[src/rtl/andor_pkg.sv]
// Shared constants and helpers for the stages of the and/or chain.
package andor_pkg;

   localparam int DEF_WIDTH      = 8;
   localparam int DEF_DROP_CNT_W = 8;

   // Width of a bit-position counter for a word of the given size.
   function automatic int fill_w(input int width);
      return (width < 2) ? 1 : $clog2(width);
   endfunction

endpackage

[src/rtl/andor_deser_sat_counter.sv]
// Saturating up-counter with synchronous clear, used for the dropped-word count.
module sat_counter #(
   parameter int W = 8
) (
   input  logic         clk,
   input  logic         rst,
   input  logic         inc,
   input  logic         clr,
   output logic [W-1:0] count
);

   function automatic logic [W-1:0] sat_inc(input logic [W-1:0] v);
      return (&v) ? v : v + 1'b1;
   endfunction

   always_ff @(posedge clk or posedge rst) begin
      if (rst)
         count <= '0;
      else if (clr)
         count <= '0;
      else if (inc)
         count <= sat_inc(count);
   end

endmodule

[src/rtl/andor_deser.sv]
// Packs the serial and/or stage output LSB-first into words behind a
// single-entry valid/ready output register; words that cannot be held are dropped.
module andor_deser
   import andor_pkg::*;
#(
   parameter  int WIDTH      = DEF_WIDTH,
   parameter  int DROP_CNT_W = DEF_DROP_CNT_W,
   localparam int FILL_W     = fill_w(WIDTH)
) (
   input  logic                  clk,
   input  logic                  rst,
   input  logic                  bit_in,
   input  logic                  bit_valid,
   input  logic                  flush,
   output logic [WIDTH-1:0]      out_data,
   output logic                  out_valid,
   input  logic                  out_ready,
   output logic [FILL_W-1:0]     fill,
   output logic                  overflow,
   output logic [DROP_CNT_W-1:0] drop_count
);

   // Only WIDTH-1 bits are stored: the final bit goes straight into the word.
   logic [WIDTH-2:0] shift;
   logic             accept;
   logic             last;
   logic             can_load;
   logic             drop;
   logic [WIDTH-1:0] word;

   assign accept   = bit_valid & ~flush;
   assign last     = accept && (fill == FILL_W'(WIDTH - 1));
   assign can_load = ~out_valid | out_ready;
   assign drop     = last & ~can_load;
   assign word     = {bit_in, shift};

   always_ff @(posedge clk or posedge rst) begin
      if (rst) begin
         shift     <= '0;
         fill      <= '0;
         out_data  <= '0;
         out_valid <= 1'b0;
         overflow  <= 1'b0;
      end else begin
         if (flush) begin
            shift    <= '0;
            fill     <= '0;
            overflow <= 1'b0;
         end else if (bit_valid) begin
            // Explicit wrap keeps non-power-of-two widths correct.
            if (last)
               fill <= '0;
            else
               fill <= fill + 1'b1;
            for (int i = 0; i < WIDTH - 1; i++)
               if (fill == FILL_W'(i))
                  shift[i] <= bit_in;
            if (drop)
               overflow <= 1'b1;
         end

         // Flush never touches the output register.
         if (last && can_load) begin
            out_data  <= word;
            out_valid <= 1'b1;
         end else if (out_valid && out_ready) begin
            out_valid <= 1'b0;
         end
      end
   end

   sat_counter #(
      .W(DROP_CNT_W)
   ) u_drop_cnt (
      .clk  (clk),
      .rst  (rst),
      .inc  (drop),
      .clr  (flush),
      .count(drop_count)
   );

endmodule

[config.mk]
export PLATFORM = sky130hd
export DESIGN_NAME = andor_deser
export DESIGN_NICKNAME = d
export VERILOG_FILES = /design/src/rtl/andor_pkg.sv /design/src/rtl/andor_deser_sat_counter.sv /design/src/rtl/andor_deser.sv
export SDC_FILE = /design/constraint.sdc
export NUM_CORES = 1
export LEC_CHECK = 0
export CAP_MARGIN = 15
export CORE_UTILIZATION = 45
export CTS_CLUSTER_SIZE = 14
export DETAILED_ROUTE_END_ITERATION = 16
export PLACE_DENSITY = 0.79
export SLEW_MARGIN = 25
export SYNTH_ARGS = -nofsm -noshare
export SYNTH_HDL_FRONTEND = slang
export SYNTH_SLANG_ARGS = --single-unit
[constraint.sdc]
create_clock -name clk -period 1.9 [get_ports clk]
set_clock_uncertainty 0.15 [all_clocks]
set_input_delay 0.285 -clock clk [delete_from_list [all_inputs] [get_ports clk]]
set_output_delay 0.285 -clock clk [all_outputs]
set_load 0.01 [all_outputs]
==> results of run 1 <==
-- critical path, stage by stage (launching register included) --
cell and delay, ns:
dfrtp_1 0.43, ha_4 0.17, ha_4 0.14, nand3b_1 0.22
nor2_4 0.18, buf_12 0.14, mux2_2 0.32
-- stage by stage --
| step | power [W] | TNS [ns] | hold WS [ns] | cells | util |
|---|---|---|---|---|---|
| floorplan | 0.000665 | 0 | 0.200 | 129 | - |
| global placement | 0.000700 | -0.366 | 0.340 | 194 | 0.620 |
| detailed placement | 0.000703 | -1.47 | 0.349 | 194 | 0.620 |
| CTS | 0.00109 | 0 | 0.147 | 200 | 0.656 |
| global route | 0.00114 | -0.0712 | 0.170 | 204 | 0.681 |
| finish | 0.00109 | 0 | 0.144 | 204 | 0.681 |
-- power groups by stage --
stage	clock, W	sequential [W]	combinational, W
global placement	0	0.000616	0.0000834
CTS	0.000398	0.000606	0.0000878
detailed placement	0	0.000617	0.0000861
floorplan	0	0.000620	0.0000451
global route	0.000425	0.000608	0.000102
finish	0.000387	0.000607	0.0000920
-- logic make-up (layout without fill, tap and decap cells) --
group | count (synthesis) | count (layout) | share of synthesized area
compound gates | 17 | 17 | 0.0800
mux | 13 | 13 | 0.103
flops | 28 | 28 | 0.515
simple gates | 51 | 51 | 0.192
fa+ha+maj | 7 | 7 | 0.0643
buf+inv | 12 | 56 | 0.0395
xor+xnor | 1 | 1 | 0.00643
-- sequential cells by signal (all words and copies together) (netlist names) --
| name | count |
|---|---|
| shift | 7 |
| u_drop_cnt.count | 8 |
| out_valid | 1 |
| out_data | 8 |
| overflow | 1 |
| fill | 3 |
-- metal layers --
layer,share of wire,vias up
met5,0,-
met4,0.0027,0
met3,0.033,2
met1,0.41,537
met2,0.55,24
li1,-,536
-- Yosys cell counts (4+ instances only) --
| master | n |
|---|---|
| nand2_1 | 11 |
| nand3_1 | 11 |
| nor3_1 | 4 |
| ha_1 | 7 |
| a21oi_1 | 10 |
| inv_1 | 8 |
| nor2_1 | 9 |
| dfrtp_1 | 28 |
| mux2_2 | 8 |
| mux2i_1 | 5 |
-- how the worst max path moves through the flow --
stage | start | endpoint | slack, ns | depth (start not counted)
after floorplan | fill[1]$_DFFE_PP0P_ | u_drop_cnt.count[5]$_DFFE_PP0P_ | 0.006 | 6
after global placement | flush | u_drop_cnt.count[7]$_DFFE_PP0P_ | -0.05 | 5
after detailed placement | flush | out_data[4]$_DFFE_PP0P_ | -0.14 | 4
after CTS | fill[1]$_DFFE_PP0P_ | out_data[0]$_DFFE_PP0P_ | 0.006 | 6
after global routing | fill[1]$_DFFE_PP0P_ | out_data[5]$_DFFE_PP0P_ | -0.03 | 6
final | fill[1]$_DFFE_PP0P_ | out_data[5]$_DFFE_PP0P_ | 0.05 | 6
-- what timing repair did --
action | CTS | global route
pin swaps | 3 | 4
resized for setup | 8 | 8
endpoints found under the hold margin | 0 | 0
setup endpoints to repair | 11 | 13
buffers inserted | 2 | 4
-- cell type report --
class                   count  area [sq um]  area share
well taps                  31          38.8      0.0203
inverters                   8          30.0      0.0157
repair buffers             44           410       0.215
clock inverters             1          30.0      0.0157
multi-input cells          89           676       0.354
flip-flops and latches     28           703       0.368
clock buffers               3          22.5      0.0118
==> flow_metrics.py, run 1 <==
metrics = {
    "synthesis": {
        "yosysSeqAreaShare": 0.515,
        "syn_inst": 129,
        "synth-edff-count": 0,
        "ys_warn_count": 0,
        "async_flop_share": 1.00,
        "ys.flop_type": "dfrtp_1",
        "synth_nets": 142,
        "synthTopCellsByArea": "dfrtp_1, mux2_2, ha_1",
        "synth_top_area_cell": "dfrtp_1",
        "yosysUniqueCellTypes": 32,
        "syn_area_sq_um": 1360,
        "avgSynthCellArea_sq_um": 10.6,
        "synth.top_cell.area_share": 0.515,
        "synth-seq-cells": 28,
    },
    "grt": {
        "grt.total_usage": 0.199,
        "grt_pass1_wl_mm": 5.09,
        "overflow": 0,
        "grt_pass1_vias": 1125,
        "antenna_found_initial": 0,
        "use_met3": 0.0295,
        "top_usage_layer": "met2",
        "met1_usage": 0.249,
        "grt_start_max_net_pins": 29,
        "use_met2": 0.361,
    },
    "finish": {
        "fillCellCount": 235,
        "final_cell_mix": "dfrtp_1, clkdlybuf4s50_1, buf_4",
        "nets": 187,
        "final_cell_area_sq_um": 1910,
        "area_growth_syn_to_layout_pct": 40.3,
        "antenna_cells": 0,
        "layout-drive-gt1-share": 0.231,
        "layout_commonest_cell": "dfrtp_1",
    },
    "floorplanning": {
        "die_x_microns": 57,
        "dieArea_sq_um": 3250,
        "design.core.area_sq_um": 2810,
        "num_rows": 19,
        "io_pins": 27,
        "dieHeight_microns": 57,
        "initial_core_util": 0.485,
    },
    "run_status": {
        "status": "finished, violations left",
        "violations": "design-rule violations",
    },
    "detailed_routing": {
        "vias": 1099,
        "drt-total-wl_mm": 2.99,
        "antenna_left": 0,
        "first_iter_violations": 25,
        "drc": 6,
        "via_per_inst": 5.39,
        "first_pass_iters": 10,
        "avgRoutedWirePerCell_microns": 14.7,
    },
    "sta": {
        "fin_ws_ns": 0.0494,
        "worstMarginPinSlew_ns": 0.350,
        "finalHoldViolations": 0,
        "fin_crit_ns": 1.85,
        "max_freq_mhz": 540,
        "rsz0062_at_grt": "yes",
        "max-slew-margin-rel": 0.766,
        "finalSetupViolations": 0,
        "fin_crit_sh": 0.974,
        "maxSlewViolCount": 0,
    },
    "clocking": {
        "cts_made_buffers": 3,
        "clockBufferDepth": 2,
        "cts.sinks": 28,
        "clock_latency_ns": 0.32,
        "clk_pin_slew_ns": 0.15,
        "hold_buffers": 0,
        "htreeDepth": 1,
        "cts_tree": "yes",
        "root_buffer": "clkbuf_4",
    },
    "power_and_ir_drop": {
        "p_sw_frac": 0.212,
        "p_sw_w": 0.000230,
        "peakVddDrop_mv": 0.311,
        "p_clk_frac": 0.356,
        "p_int_w": 0.000856,
        "pwr-share-seq": 0.559,
        "pwr-share-comb": 0.085,
        "p_leak_nw": 0.867,
        "p_per_area_nw_per_um2": 569,
    },
    "critical_path": {
        "cp.required_ns": 1.98,
        "r2r_cells": 6,
        "r2r-end": "out_data[5]$_DFFE_PP0P_",
        "crit_path_end_kind": "flip-flop",
        "worst_setup_path_start_kind": "flip-flop",
        "r2r-start": "fill[1]$_DFFE_PP0P_",
        "crit_arrival_ns": 1.93,
        "r2r_setup_slack_ns": 0.05,
        "cp_max_fo": 8,
        "path_class": "reg2reg",
    },
    "run": {
        "maxCapViolCount": 0,
    },
    "place": {
        "io_buffers": 26,
        "hpwl_mm": 2.10,
        "pre_cts_slack_ns": -0.137,
        "gp_congestion": 0.836,
        "place_area_sq_um": 1740,
    },
    "min_path": {
        "hp-class": "in2async",
    },
}
(Power assumes the default switching activity.)
==> run 2: changes to the inputs <==
Settings changed: SLEW_MARGIN 25 to 0.
==> results of run 2 <==
Final layout, timing and power as in run 1 (identical DEF).
==> run 3: changes to the inputs <==
Settings changed: CORE_UTILIZATION 45 to 46, PLACE_DENSITY 0.79 to 0.75, SYNTH_HIERARCHICAL from default to 1.
==> flow_metrics.py, run 3 <==
metrics = {
    "sta": {
        "fin_crit_sh": 1.01,
        "worstMarginPinSlew_ns": 0.340,
        "finalHoldViolations": 0,
        "fin_ws_ns": -0.0234,
        "rsz0062_at_grt": "yes",
        "finalSetupViolations": 2,
        "holdWs_ns": 0.0480,
        "max_freq_mhz": 520,
        "max-slew-margin-rel": 0.773,
        "maxSlewViolCount": 0,
        "fin_crit_ns": 1.92,
    },
    "detailed_routing": {
        "drt-total-wl_mm": 3.11,
        "avgRoutedWirePerCell_microns": 15.0,
        "first_iter_violations": 27,
        "via_per_inst": 5.26,
        "antenna_left": 0,
        "drc": 0,
        "first_pass_iters": 4,
        "vias": 1089,
    },
    "run_status": {
        "violations": "negative setup slack",
        "status": "finished, violations left",
    },
    "synthesis": {
        "synth-edff-count": 0,
        "syn_area_sq_um": 1490,
        "yosysUniqueCellTypes": 32,
        "yosysMostFrequentCell": "dfrtp_1",
        "ys_warn_count": 6,
        "synth_common_cells": "dfrtp_1, nor2_1, mux2_4, mux2i_1, ha_1",
        "synth.top_cell.area_share": 0.469,
        "synth_top_area_cell": "dfrtp_1",
        "ys.flop_type": "dfrtp_1",
        "async_flop_share": 1.00,
        "synth-seq-cells": 28,
        "avgSynthCellArea_sq_um": 11.9,
        "synth_nets": 139,
        "yosysSeqAreaShare": 0.469,
        "synthTopCellsByArea": "dfrtp_1, mux2_4, mux2i_1",
        "syn_inst": 126,
    },
    "critical_path": {
        "crit_end": "u_drop_cnt/count[5]$_DFFE_PP0P_",
        "startpoint": "fill[1]$_DFFE_PP0P_",
        "cp_max_fo": 3,
        "r2r_cells": 7,
        "cp.required_ns": 2.00,
        "path_class": "reg2reg",
        "crit_arrival_ns": 2.03,
        "crit_path_end_kind": "flip-flop",
        "worst_setup_path_start_kind": "flip-flop",
        "r2r_setup_slack_ns": -0.02,
        "r2r-start": "fill[1]$_DFFE_PP0P_",
        "r2r-end": "u_drop_cnt/count[5]$_DFFE_PP0P_",
    },
    "clocking": {
        "clock_latency_ns": 0.34,
        "cts_setup_buffers": 0,
        "clockBufferDepth": 2,
        "clk_pin_slew_ns": 0.17,
        "root_buffer": "clkbuf_4",
        "htreeDepth": 1,
        "cts_tree": "yes",
        "cts.sinks": 28,
        "cts_made_buffers": 3,
        "hold_buffers": 0,
    },
    "grt": {
        "grt_pass1_wl_mm": 5.15,
        "antenna_found_initial": 0,
        "overflow": 0,
        "grt_pass1_vias": 1132,
        "grt.total_usage": 0.199,
        "grt_start_max_net_pins": 25,
    },
    "finish": {
        "multi_input_area_sq_um": 783,
        "reg_top3": "out_data: 8 flops, u_drop_cnt/count: 8 flops, shift: 7 flops",
        "fin_cells": 207,
        "nets": 177,
        "register_area_sq_um": 707,
        "layout-drive-gt1-share": 0.282,
        "fillCellCount": 242,
        "final_cell_area_sq_um": 1990,
        "final_cell_mix": "dfrtp_1, clkdlybuf4s50_1, nor2_1",
        "antenna_cells": 0,
        "area_growth_syn_to_layout_pct": 33.0,
    },
    "floorplanning": {
        "num_rows": 20,
        "dieHeight_microns": 59.0,
        "initial_core_util": 0.485,
        "io_pins": 27,
        "design.core.area_sq_um": 3080,
        "die_x_microns": 59.0,
        "dieArea_sq_um": 3480,
    },
    "power_and_ir_drop": {
        "power_w": 0.00110,
        "peakVddDrop_mv": 0.339,
        "p_leak_nw": 0.953,
        "p_per_area_nw_per_um2": 556,
    },
    "min_path": {
        "hp-class": "in2async",
    },
    "place": {
        "hpwl_mm": 2.14,
        "gp_congestion": 0.775,
        "place_inst": 203,
        "io_buffers": 26,
        "pre_cts_slack_ns": -0.107,
        "place_area_sq_um": 1900,
    },
    "run": {
        "maxCapViolCount": 0,
    },
}
## run 3: worst min path at each step
stage                                           end                    start  slack (ns)  cells past startpoint
CTS                 u_drop_cnt/count[5]$_DFFE_PP0P_                      rst        0.06                      2
detailed placement          out_data[5]$_DFFE_PP0P_  out_data[5]$_DFFE_PP0P_        0.34                      1
floorplan           u_drop_cnt/count[0]$_DFFE_PP0P_                      rst       -0.05                      1
finish              u_drop_cnt/count[5]$_DFFE_PP0P_                      rst        0.05                      2
global placement            out_data[3]$_DFFE_PP0P_  out_data[3]$_DFFE_PP0P_        0.34                      1
global route        u_drop_cnt/count[5]$_DFFE_PP0P_                      rst        0.06                      2
## run 3: power breakdown
| group | switching (W) | internal, W | leakage, nW |
|---|---|---|---|
| Sequential | 0.00000455 | 0.000603 | 0.381 |
| Combinational | 0.0000540 | 0.0000438 | 0.544 |
| Clock | 0.000184 | 0.000214 | 0.0279 |
## run 3: final cells by class
| type | count | area share |
|---|---|---|
| multi-input combinational | 87 | 0.394 |
| inverter | 6 | 0.0113 |
| clock inverter | 1 | 0.0151 |
| clock buffer | 3 | 0.0113 |
| sequential | 28 | 0.356 |
| timing repair buffer | 38 | 0.185 |
| tap | 44 | 0.0277 |
## run 3: repair_timing
| item | in CTS | in global routing |
|---|---|---|
| pin swaps | 1 | 0 |
| gates resized for setup | 1 | 10 |
| cloned | 0 | 0 |
| setup endpoints to repair | 2 | 13 |
## run 3: metal layers
layer  GRT usage  vias to the layer above  wire length, microns
met2       0.351                       43                  1560
li1            -                      511                     -
met4      0.0714                        0                    49
met3      0.0459                        4                   138
met5           0                        -                     0
met1       0.236                      531                  1360
## run 3: per-stage QoR
stage           util  setup TNS [ns]
3_5_place_dp   0.617          -0.734
2_1_floorplan      -         -0.0640
5_1_grt        0.646          -0.254
6_report       0.646         -0.0235
3_3_place_gp   0.617          -0.354
4_1_cts        0.633               0
## run 3: cells by family after synthesis
logic type / Yosys count / share of synthesized area
flops: 28 / 0.469
mux: 22 / 0.188
buf+inv: 11 / 0.0402
fa+ha+maj: 7 / 0.0586
simple gates: 46 / 0.181
compound gates: 12 / 0.0637
## run 3: worst max-delay path, stage by stage, from the launching register on
cell and delay (ns):
dfrtp_1 0.39, ha_2 0.21, ha_4 0.16, nand3b_4 0.09, nor2_4 0.12, nand4_1 0.18, a211oi_2 0.22, mux2_4 0.32
